`config.mk`:
```
export PLATFORM = sky130hd
export DESIGN_NAME = ex_pipelined_shifter
export DESIGN_NICKNAME = d
export VERILOG_FILES = /design/src/rtl/ex_pipelined_shifter.sv
export SDC_FILE = /design/constraint.sdc
export NUM_CORES = 1
export LEC_CHECK = 0
export ABC_AREA = 1
export CAP_MARGIN = 20
export CORE_MARGIN = 8
export CORE_UTILIZATION = 45
export CTS_BUF_LIST = sky130_fd_sc_hd__clkbuf_16
export CTS_CLUSTER_SIZE = 20
export DETAILED_ROUTE_END_ITERATION = 8
export PLACE_DENSITY = 0.66
export REMOVE_ABC_BUFFERS = 1
export SYNTH_ARGS = -nofsm -noshare
export SYNTH_HDL_FRONTEND = slang
export SYNTH_SLANG_ARGS = --single-unit
```
`constraint.sdc`:
```
create_clock -name Clk -period 1.9 [get_ports Clk]
set_input_delay 0.38 -clock Clk [delete_from_list [all_inputs] [get_ports Clk]]
set_output_delay 0.38 -clock Clk [all_outputs]
set_load 0.05 [all_outputs]
```
`src/rtl/ex_pipelined_shifter.sv`:
```
// Pipelined EX-stage barrel shifter (SLL/SRL/SRA) with PIPE_STAGES-cycle latency and valid/stall/flush control.
// Optional macro EX_SHIFTER_ROTATE_EN builds the rotate-right path for Op_In = 2'b11.
module ex_pipelined_shifter #(
    parameter int unsigned WIDTH       = 32,
    parameter int unsigned PIPE_STAGES = 2
) (
    input  logic                     Clk,
    input  logic                     Reset,
    input  logic                     Stall_EX,
    input  logic                     Flush_EX,
    input  logic                     Valid_In,
    input  logic [WIDTH-1:0]         Operand_In,
    input  logic [$clog2(WIDTH)-1:0] Shamt_In,
    input  logic [1:0]               Op_In,
    output logic [WIDTH-1:0]         Result_Out,
    output logic                     Bits_Lost_Out,
    output logic                     Valid_Out
);
    localparam int unsigned SHAMT_W = $clog2(WIDTH);

    localparam logic [1:0] OP_SLL  = 2'b00;
    localparam logic [1:0] OP_SRL  = 2'b01;
    localparam logic [1:0] OP_SRA  = 2'b10;
    localparam logic [1:0] OP_ROTR = 2'b11;

    // Barrel level l (shift by 2**l) is evaluated in stage stage_of(l).
    function automatic int stage_of(input int lvl);
        return (lvl * int'(PIPE_STAGES)) / int'(SHAMT_W);
    endfunction

    logic               in_valid [PIPE_STAGES];
    logic [WIDTH-1:0]   in_data  [PIPE_STAGES];
    logic [SHAMT_W-1:0] in_shamt [PIPE_STAGES];
    logic [1:0]         in_op    [PIPE_STAGES];
    logic               in_lost  [PIPE_STAGES];

    assign in_valid[0] = Valid_In;
    assign in_shamt[0] = Shamt_In;
    assign in_op[0]    = Op_In;
    assign in_lost[0]  = 1'b0;
`ifdef EX_SHIFTER_ROTATE_EN
    assign in_data[0]  = Operand_In;
`else
    // Without rotate support, op 11 produces zero regardless of the shift amount.
    assign in_data[0]  = (Op_In == OP_ROTR) ? '0 : Operand_In;
`endif

    for (genvar s = 0; s < PIPE_STAGES; s++) begin : g_stage
        logic [WIDTH-1:0] data_c;
        logic             lost_c;

        // Apply the barrel levels owned by this stage.
        always_comb begin
            data_c = in_data[s];
            lost_c = in_lost[s];
            for (int l = 0; l < int'(SHAMT_W); l++) begin
                if (stage_of(l) == s && in_shamt[s][l]) begin
                    case (in_op[s])
                        OP_SLL: begin
                            lost_c = lost_c | (|(data_c & ~({WIDTH{1'b1}} >> (1 << l))));
                            data_c = data_c << (1 << l);
                        end
                        OP_SRL: data_c = data_c >> (1 << l);
                        OP_SRA: data_c = WIDTH'($signed(data_c) >>> (1 << l));
`ifdef EX_SHIFTER_ROTATE_EN
                        OP_ROTR: data_c = (data_c >> (1 << l)) | (data_c << (WIDTH - (1 << l)));
`endif
                        default: ;
                    endcase
                end
            end
        end

        if (s < PIPE_STAGES - 1) begin : g_mid
            logic               valid_q;
            logic [WIDTH-1:0]   data_q;
            logic [SHAMT_W-1:0] shamt_q;
            logic [1:0]         op_q;
            logic               lost_q;

            always_ff @(posedge Clk) begin
                if (Reset) begin
                    valid_q <= 1'b0;
                    data_q  <= '0;
                    shamt_q <= '0;
                    op_q    <= '0;
                    lost_q  <= 1'b0;
                end else if (Flush_EX) begin
                    valid_q <= 1'b0;
                end else if (!Stall_EX) begin
                    valid_q <= in_valid[s];
                    if (in_valid[s]) begin
                        data_q  <= data_c;
                        shamt_q <= in_shamt[s];
                        op_q    <= in_op[s];
                        lost_q  <= lost_c;
                    end
                end
            end

            assign in_valid[s+1] = valid_q;
            assign in_data[s+1]  = data_q;
            assign in_shamt[s+1] = shamt_q;
            assign in_op[s+1]    = op_q;
            assign in_lost[s+1]  = lost_q;
        end else begin : g_out
            // Final stage doubles as the output register; holds the last result when idle.
            always_ff @(posedge Clk) begin
                if (Reset || Flush_EX) begin
                    Valid_Out     <= 1'b0;
                    Result_Out    <= '0;
                    Bits_Lost_Out <= 1'b0;
                end else if (!Stall_EX) begin
                    Valid_Out <= in_valid[s];
                    if (in_valid[s]) begin
                        Result_Out    <= data_c;
                        Bits_Lost_Out <= lost_c;
                    end
                end
            end
        end
    end

endmodule
```
# Word level (Yosys, flattened, before mapping)
# Index checks and enable logic that the tools add are counted.
# totals
reg_bits,75
latch_bits,0
mem_bits_rw,0
rom_bits,0
inputBits,44
out_inout_bits,34
wordCells,50
n_memories,0
# classes
n_addsub,0
multipliers,0
div_mod_pow,0
n_lt_le_gt_ge,0
eq_ne,5
shifts,0
n_mux,21
n_bitwise,6
n_reduce_logical,10
# op_table
cell,count
32-bit one-hot mux with 3 select lines,5
32-bit two-way mux,6
16-bit OR reduction,1
1-bit two-way mux,10
8-bit OR reduction,1
2-bit equality test (second input constant),3
2-bit by 1-bit equality test with 1-bit output (second input constant),2
2-bit logical NOT,2
1-bit OR,4
2-bit OR reduction,2
4-bit OR reduction,1
3-bit AND reduction,1
1-bit inverter,2
2-bit AND reduction,1
1-bit logical OR,1

# Logic depth before layout (Yosys ltp)
# logic_depth
word_depth,11
ltp_mapped,14
depth_no_buf,13

# Worst setup path before layout
# OpenSTA, ideal clock, no wires.
# synth_path
kind,input-to-reg
from,in Shamt_In[0]
to,reg g_stage[0].g_mid.data_q[24]
setup_ps,70
arrival_ps,1497
t_required_ps,1830
setup_slack_ps,334
cell_stages,10
n_path_buf,3
cell_sequence,buf_2 > inv_1 > buf_2 > buf_2 > nand3_1 > nand3_1 > nand3_1 > nor2_1 > nor2_1 > a21oi_1
# synth_via
elab_chain_cells,5
# synth_rtl
element,line_no,rtl
"start, declared",13,"input logic [$clog2(WIDTH)-1:0] Shamt_In,"
32-bit two-way mux (*),57,if (stage_of(l) == s && in_shamt[s][l]) begin
32-bit one-hot mux with 3 select lines,58,case (in_op[s])
32-bit two-way mux (*),57,
32-bit one-hot mux with 3 select lines,58,
32-bit two-way mux (*),57,
"end signal, assigned",93,data_q <= data_c;
"end, declared",76,logic [WIDTH-1:0] data_q;
# Every way passes the cells marked *; elsewhere a longest branch is shown, timed or not.
# A chain may end at the register's enable or synchronous reset.

# Worst setup path after layout
# layout_path
from,reg Result_Out[2]
to,out Result_Out[2]
# layout_lines
element,line_no,rtl
"start, declared",15,"output logic [WIDTH-1:0] Result_Out,"
"start signal, assigned",116,Result_Out <= data_c;
# No word-level cell between the ends.

==> impl_metrics.yaml <==
yosys:
  synth_top_area_cell: "dfxtp_1"
  synthTopCellsByArea: "dfxtp_1, nand2_1, nand3_1"
  synthAdderAreaFrac_pct: 0
  synth-seq-cells: 72
  syn_area_per_cell_um2: 5.79
  synth_top_family_by_area: "simple AND/OR/NAND/NOR gates"
  synth-seq-area-share_pct: 25.1
  ys_warn_count: 0
  synthMuxAreaShare_pct: 0
  yosysUniqueCellTypes: 36
  yosysTopAreaCellShare_pct: 25.1
  synth_xor_area_share_pct: 0
  yosys.area_share.simple_pct: 45.2
  synth_compound_area_share_pct: 19.8
  synthesis.area_um2: 5730
  syn-instance-count: 990
hold_path:
  hold_path.startpoint: "g_stage[0].g_mid.valid_q"
  min_delay_path_depth: 2
  hp-class: "register to register"
run_status:
  outcome: "finished, final reports clean"
drt:
  drc: 0
  detail-route-antenna-nets: 0
  dr.pass1.iters: 7
  vias_per_cell: 5.50
  drtIter0Drc: 660
  avgRoutedWirePerCell_um: 15.4
  vias: 7201
  drt-total-wl_um: 20200
cells_and_area:
  nets: 1178
  drive_gt1_share_pct: 17.3
  layout_commonest_cell: "nand2_1"
  layout_common_cells: "nand2_1, nand3_1, buf_4"
  n_antenna_cell: 0
  final_core_utilization_pct: 62.4
  area_delta_synth_final_pct: 36.3
  fin_area_um2: 7810
worst_setup_path:
  rr_startpoint: "g_stage[0].g_mid.op_q[0]"
  cpMaxStageDelayCell: "clkdlybuf4s50_1"
  critical_path_buf_inv_count: 1
  slowest_delay_ps: 810
  critPathCaptureType: "output port"
  cp_data_arrival_time_ps: 1470
  rr_worst_depth: 10
  start_kind: "register"
  path_cells: "clkdlybuf4s50_1"
  worstSetupPathType: "register to output port"
  cp.required_ps: 1520
  crit_fanout: 2
  crit_family: "buffers and inverters"
  crit_start: "Result_Out[2]"
  path_depth: 1
timing:
  period_share_pct: 97.4
  worstMarginPinSlew_ps: 501
  finalClockSkew_ps: 8.33
  slew_violations: 0
  grt_setup_unrepaired: "no"
  fin_crit_ps: 1850
  slew-limit-headroom_pct: 66.5
  hold_viol: 0
  setup_violations: 0
  fmax_ghz: 0.540
power_and_ir_drop:
  ir_drop_mv: 0.489
  leakage_nw: 3.61
  cellPowerDensity_nw_per_um2: 585
clocking:
  cts.clk_slew.worst_paths_ps: 50
  cts_buffer_depth: 2
  cts_root_buffer: "clkbuf_16"
  htreeDepth: 3
  cts_tree: "built"
  clock-sinks: 72
  cts_buffers: 9
  clk-insertion-delay-late_ps: 330
placed_design:
  placed_area_um2: 7330
  port_buffers: 77
  dpl.hpwl_um: 15700
  gp_congestion: 0.946
global_routing:
  grt_first_pass_wirelength_um: 32800
  antenna_found_initial: 0
  grt_usage_pct: 24.3
  grt_max_degree: 39
  grt_pass1_vias: 6585
  overflow: 0
floorplanning:
  fp.dieW_um: 129
  die_h_um: 129
  core-area_um2: 12500
  start_util_pct: 45.8
  num_rows: 41
  pin_count: 78
  die-area_um2: 16600
flow_run:
  drv_cap: 0
[sequential cells by signal (all words and copies together) (netlist names)]
register,count
Result_Out,32
g_stage.g_mid.op_q,2
g_stage.g_mid.data_q,32
Valid_Out,1
g_stage.g_mid.lost_q,1
g_stage.g_mid.shamt_q,2
g_stage.g_mid.valid_q,1
Bits_Lost_Out,1
[synthesized netlist by cell type, drive strengths merged]
cell type and n:
a21boi 5, a21oi 53, a221oi 1, a22o 1
a22oi 4, a31oi 7, buf 34, clkbuf 26
dfxtp 72, inv 71, nand2 295, nand3 136
nand3b 1, nand4 51, nor2 96, nor3 2
nor4 2, o211ai 8, o21ai 98, o221ai 5
o22ai 8, o311ai 4, o31ai 6, or2 4
[area by class of cell]
cell class              instances  area [um2]
clock buffers                   9         225
clock inverters                 6        52.6
fillers                      1287        4710
inverters                      71         270
multi-input cells             788        3820
flip-flops and latches         72        1440
well taps                     172         215
repair buffers                192        1780
[cell families after synthesis]
| family | count (synthesis) |
|---|---|
| buf+inv | 131 |
| flops | 72 |
| compound gates | 200 |
| simple gates | 587 |
[metal layers]
metal / up-vias / wire length, um / global-route usage (%)
li1: 3656 / - / -
met3: 37 / 1080 / 2.28
met4: 0 / 645 / 9.54
met2: 274 / 9350 / 40.5
met1: 3234 / 9130 / 31.6
met5: - / 0 / 0
[what timing repair did]
item | in CTS | in global routing
cloned | 2 | 0
pin swaps | 12 | 9
resized for setup | 21 | 21
endpoints found under the setup margin | 20 | 25
hold buffers | 0 | 0
setup buffers | 5 | 0
[final timing paths]
path,endpoint,slack [ps]
hold reg to reg,g_stage[0].g_mid.valid_q,450
setup reg to reg,Bits_Lost_Out,120
setup / recovery,Result_Out[2],50
hold / removal,g_stage[0].g_mid.valid_q,450
[report_power, final]
part           total, W  switching [W]  internal, W
sequential      0.00161      0.0000463      0.00156
clock           0.00159       0.000594     0.000991
combinational   0.00138       0.000803     0.000578
total           0.00457        0.00144      0.00313
[through the flow]
stage / setup slack [ps] / power, W / hold slack [ps] / instances / setup TNS (ps)
6_report: 48.9 / 0.00457 / 452 / 1310 / 0
5_1_grt: 5.82 / 0.00480 / 472 / 1310 / 0
4_1_cts: 40.9 / 0.00456 / 455 / 1310 / 0
3_5_place_dp: -438 / 0.00294 / 448 / 1289 / -11530
3_3_place_gp: -418 / 0.00294 / 445 / 1289 / -11160
2_1_floorplan: -1060 / 0.00234 / 436 / 930 / -32320
[worst reg2reg max path, cell delays in order, from the launching register on]
cell and delay, ps:
dfxtp_1 430, nand2_1 110, nand2_2 90, inv_1 110, or2_2 320, a21oi_1 220
nand2_1 80, nor2_1 100, nand2_1 90, nand2_1 70, a21oi_1 50
No activity file was read; power rests on OpenSTA's default activity.
==> RTL edit 1: new RTL, same settings <==
Build with the macro `EX_SHIFTER_ROTATE_EN` defined.
--- a/src/rtl/ex_pipelined_shifter.sv
+++ b/src/rtl/ex_pipelined_shifter.sv
@@ -2,2 +2,4 @@
 // Optional macro EX_SHIFTER_ROTATE_EN builds the rotate-right path for Op_In = 2'b11.
+`define EX_SHIFTER_ROTATE_EN
+
 module ex_pipelined_shifter #(
Function: changed (a bounded check fails within 4 cycles, from zero or initial values and one cycle with Reset high).
==> RTL edit 1 against the unedited design <==
Area after synthesis rose by 0.96%. Total power down 1.4%. Sequential cell count did not move. Combinational power down 5%. Global-route usage is 0.96 points lower. Clock power is essentially flat. Routed wire length down 5.0%. Final area shrank 3.1%. Setup slack lost 0.0012 ns. Largest power group unchanged. Highest routed layer unchanged.
==> RTL edit 1: results <==
[outcome]
run_status = "complete, no violations"

[global_route]
met2_usage_pct = 39.0
grt_pass1_wl_mm = 31.6
pin_count_of_the_biggest_net_entering_global_routing = 66
met3_use_gr_pct = 3.37
grt_pass1_vias = 6387
grt_use_met1_pct = 28.8
grtUsageTotal_pct = 23.3

[worst_setup_path]
crit_path_max_incr_delay_ns = 0.81
slowest_stage = "sky130_fd_sc_hd__clkdlybuf4s50_1"
timing.reg2reg.worst_path_depth = 9
reg2reg_from = "g_stage[0].g_mid.shamt_q[3]"
critPathTopFamily = "buffers and inverters"
critical_path.startpoint = "Result_Out[12]"

[drt]
drt_first_iter_violations = 530
routed_wire_length_per_instance_um = 14.7
wl_met2_mm = 8.94
metal1_wirelength_mm = 8.47
vias = 6992
dr_wl_met3_mm = 1.04

[place]
place_congestion = 0.984
dpl_cell_area_mm2 = 0.00717
preCtsSetupSlack_ns = -0.515
total_half_perimeter_wirelength_after_legalization_and_detailed_placement_mm = 14.9

[logic_synthesis]
synthCells = 1019
yosysUniqueCellTypes = 32
synth_compound_gate_area_share_pct = 22.4
ys_seq_area_share_pct = 24.9
synth.top_cells.by_area = "sky130_fd_sc_hd__dfxtp_1 (25%), sky130_fd_sc_hd__nand2_1 (20%), sky130_fd_sc_hd__o21ai_0 (10%)"
synthTopCellsByCount = "sky130_fd_sc_hd__nand2_1 (306), sky130_fd_sc_hd__o21ai_0 (118), sky130_fd_sc_hd__nand3_1 (113)"
synthAdderAreaFrac_pct = 0

[pwr]
switching_share_of_total_power_pct = 31.6
ir_worst_vdd_v = 0.000460
leakage_power_figure_nw = 3.49

[finish]
nNetsFinal = 1173
post_layout_nonfiller_instances = 1305
final_layout_size_suffix_gt1_share_pct = 14.7
antennaDiodeCount = 0

[min_path]
worst_hold_startpoint = "g_stage[0].g_mid.valid_q"
hold_path_depth = 2

[sta]
slew_viol_final = 0
slew_headroom_pct = 51.9
fin_worst_skew_ns = 0.00734

[clocking]
postCtsSetupRepairBufs = 0
cts_resized = 7
==> RTL edit 1: cell type report <==
class / count / area (µm²)
clock buffer: 9 / 225
tap: 172 / 215
fill: 1324 / 5000
sequential: 72 / 1440
timing repair buffer: 163 / 1570
clock inverter: 6 / 53.8
multi-input combinational: 789 / 3710
inverter: 94 / 353
==> RTL edit 1: path summary, 6_finish.rpt <==
kind                                    to  slack [ns]
hold / removal    g_stage[0].g_mid.valid_q        0.45
setup reg to reg            Result_Out[30]        0.14
hold reg to reg   g_stage[0].g_mid.valid_q        0.45
setup / recovery            Result_Out[12]        0.05
==> RTL edit 1: power groups by stage <==
stage	clock network, W	registers [W]	logic [W]
floorplan	0	0.00165	0.000681
global placement	0	0.00164	0.00126
detailed placement	0	0.00164	0.00126
CTS	0.00162	0.00161	0.00128
global route	0.00170	0.00161	0.00145
finish	0.00159	0.00161	0.00131
==> RTL edit 2: new RTL, same settings <==
Without the edit above. Reset style: asynchronous (`Reset`), changed in one clocked block.
--- a/src/rtl/ex_pipelined_shifter.sv
+++ b/src/rtl/ex_pipelined_shifter.sv
@@ -80,3 +80,3 @@
 
-            always_ff @(posedge Clk) begin
+            always_ff @(posedge Clk or posedge Reset) begin
                 if (Reset) begin
Formal check against the unedited RTL: no difference found for any inputs over 4 cycles, from zero or initial values and one cycle with Reset high; that may be too few to reach the edited logic, so the function may still have changed.
==> RTL edit 2 against the unedited design <==
Routed wire length shrank 1.0%. Critical path depth is the same. Area after synthesis grew 0.98%. Clock power is essentially flat. Setup slack gained 0.0051 ns. Sequential cell count is the same. Total power grew 27%. Highest routed layer unchanged. Final area is essentially flat. Count of clock-buffer cells in the layout is the same. Synthesized cell count shrank 3.2%.
==> RTL edit 2: results <==
[pwr]
switching_share_of_total_power_pct = 37.6
ir_worst_vdd_v = 0.000401
seq_pwr_w = 0.00191

[logic_synthesis]
synthTopCellsByCount = "sky130_fd_sc_hd__nand2_1 (216), sky130_fd_sc_hd__nor2_1 (147), sky130_fd_sc_hd__nand3_1 (144)"
ys_seq_area_share_pct = 28.2
synth_async_sr_flop_share_pct = 52.8
yosysUniqueCellTypes = 33
ys_dominant_reg_cell = "sky130_fd_sc_hd__dfrtp_1"

[drt]
dr_wl_met3_mm = 1.07
wl_met2_mm = 9.32
metal1_wirelength_mm = 8.75
routed_wl_mm = 20.0
drt_first_iter_violations = 511

[sta]
fin_worst_skew_ns = 0.00737
worstMarginPinSlew_ns = 0.517
timing.fmax_mhz = 542

[finish]
nMultiInputCombCells = 759
nNetsFinal = 1138
seqAreaFraction_pct = 20.9
num-nonclk-inverters = 67
filler_instances = 1254
final_layout_size_suffix_gt1_share_pct = 15.9
multiInputGateArea_mm2 = 0.00369
layout.clock.cell_area_share_pct = 3.62

[worst_setup_path]
timing.reg2reg.worst_path_depth = 8
r2r_slack_ns = 0.15
critical_path.startpoint = "Result_Out[8]"
crit_path_end = "Result_Out[8]"

[min_path]
holdPathEnd = "Valid_Out"
worst_hold_startpoint = "Valid_Out"

[clocking]
postCtsSetupRepairBufs = 0
cts_resized = 7

[place]
dpl_cell_area_mm2 = 0.00739
preCtsSetupSlack_ns = -0.443
place_congestion = 0.957

[global_route]
grt_use_met1_pct = 29.6
grt_pass1_vias = 6643
met3_use_gr_pct = 3.74
grtUsageTotal_pct = 24.4
met2_usage_pct = 41.2
grt_pass1_wl_mm = 32.9

[outcome]
run_status = "complete, no violations"
[RTL edit 2: cell count changes after synthesis, sizes merged, moves of 6 or more]
cell | unedited run | this run
nand2 | 295 | 220
nor2 | 96 | 155
dfrtp | 0 | 38
dfxtp | 72 | 34
a21oi | 53 | 35
nand4 | 51 | 40
o221ai | 5 | 15
nand3 | 136 | 144
o211ai | 8 | 16
o22ai | 8 | 15
o21ai | 98 | 104
[RTL edit 2: stage by stage]
stage,utilization (%),hold WS (ns),cells
finish,62.1,0.451,1271
global route,62.1,0.492,1271
detailed placement,58.8,0.447,1253
floorplan,-,0.465,898
CTS,61.5,0.454,1270
global placement,58.8,0.448,1253
[RTL edit 2: cell families (layout without fill, tap and decap cells)]
group,count (synthesis),count (layout),synth area share [%]
AOI/OAI and AO/OA,192,192,19.7
DFF,72,72,28.2
and+or+nand+nor,567,567,42.7
buffers and inverters,127,268,9.38
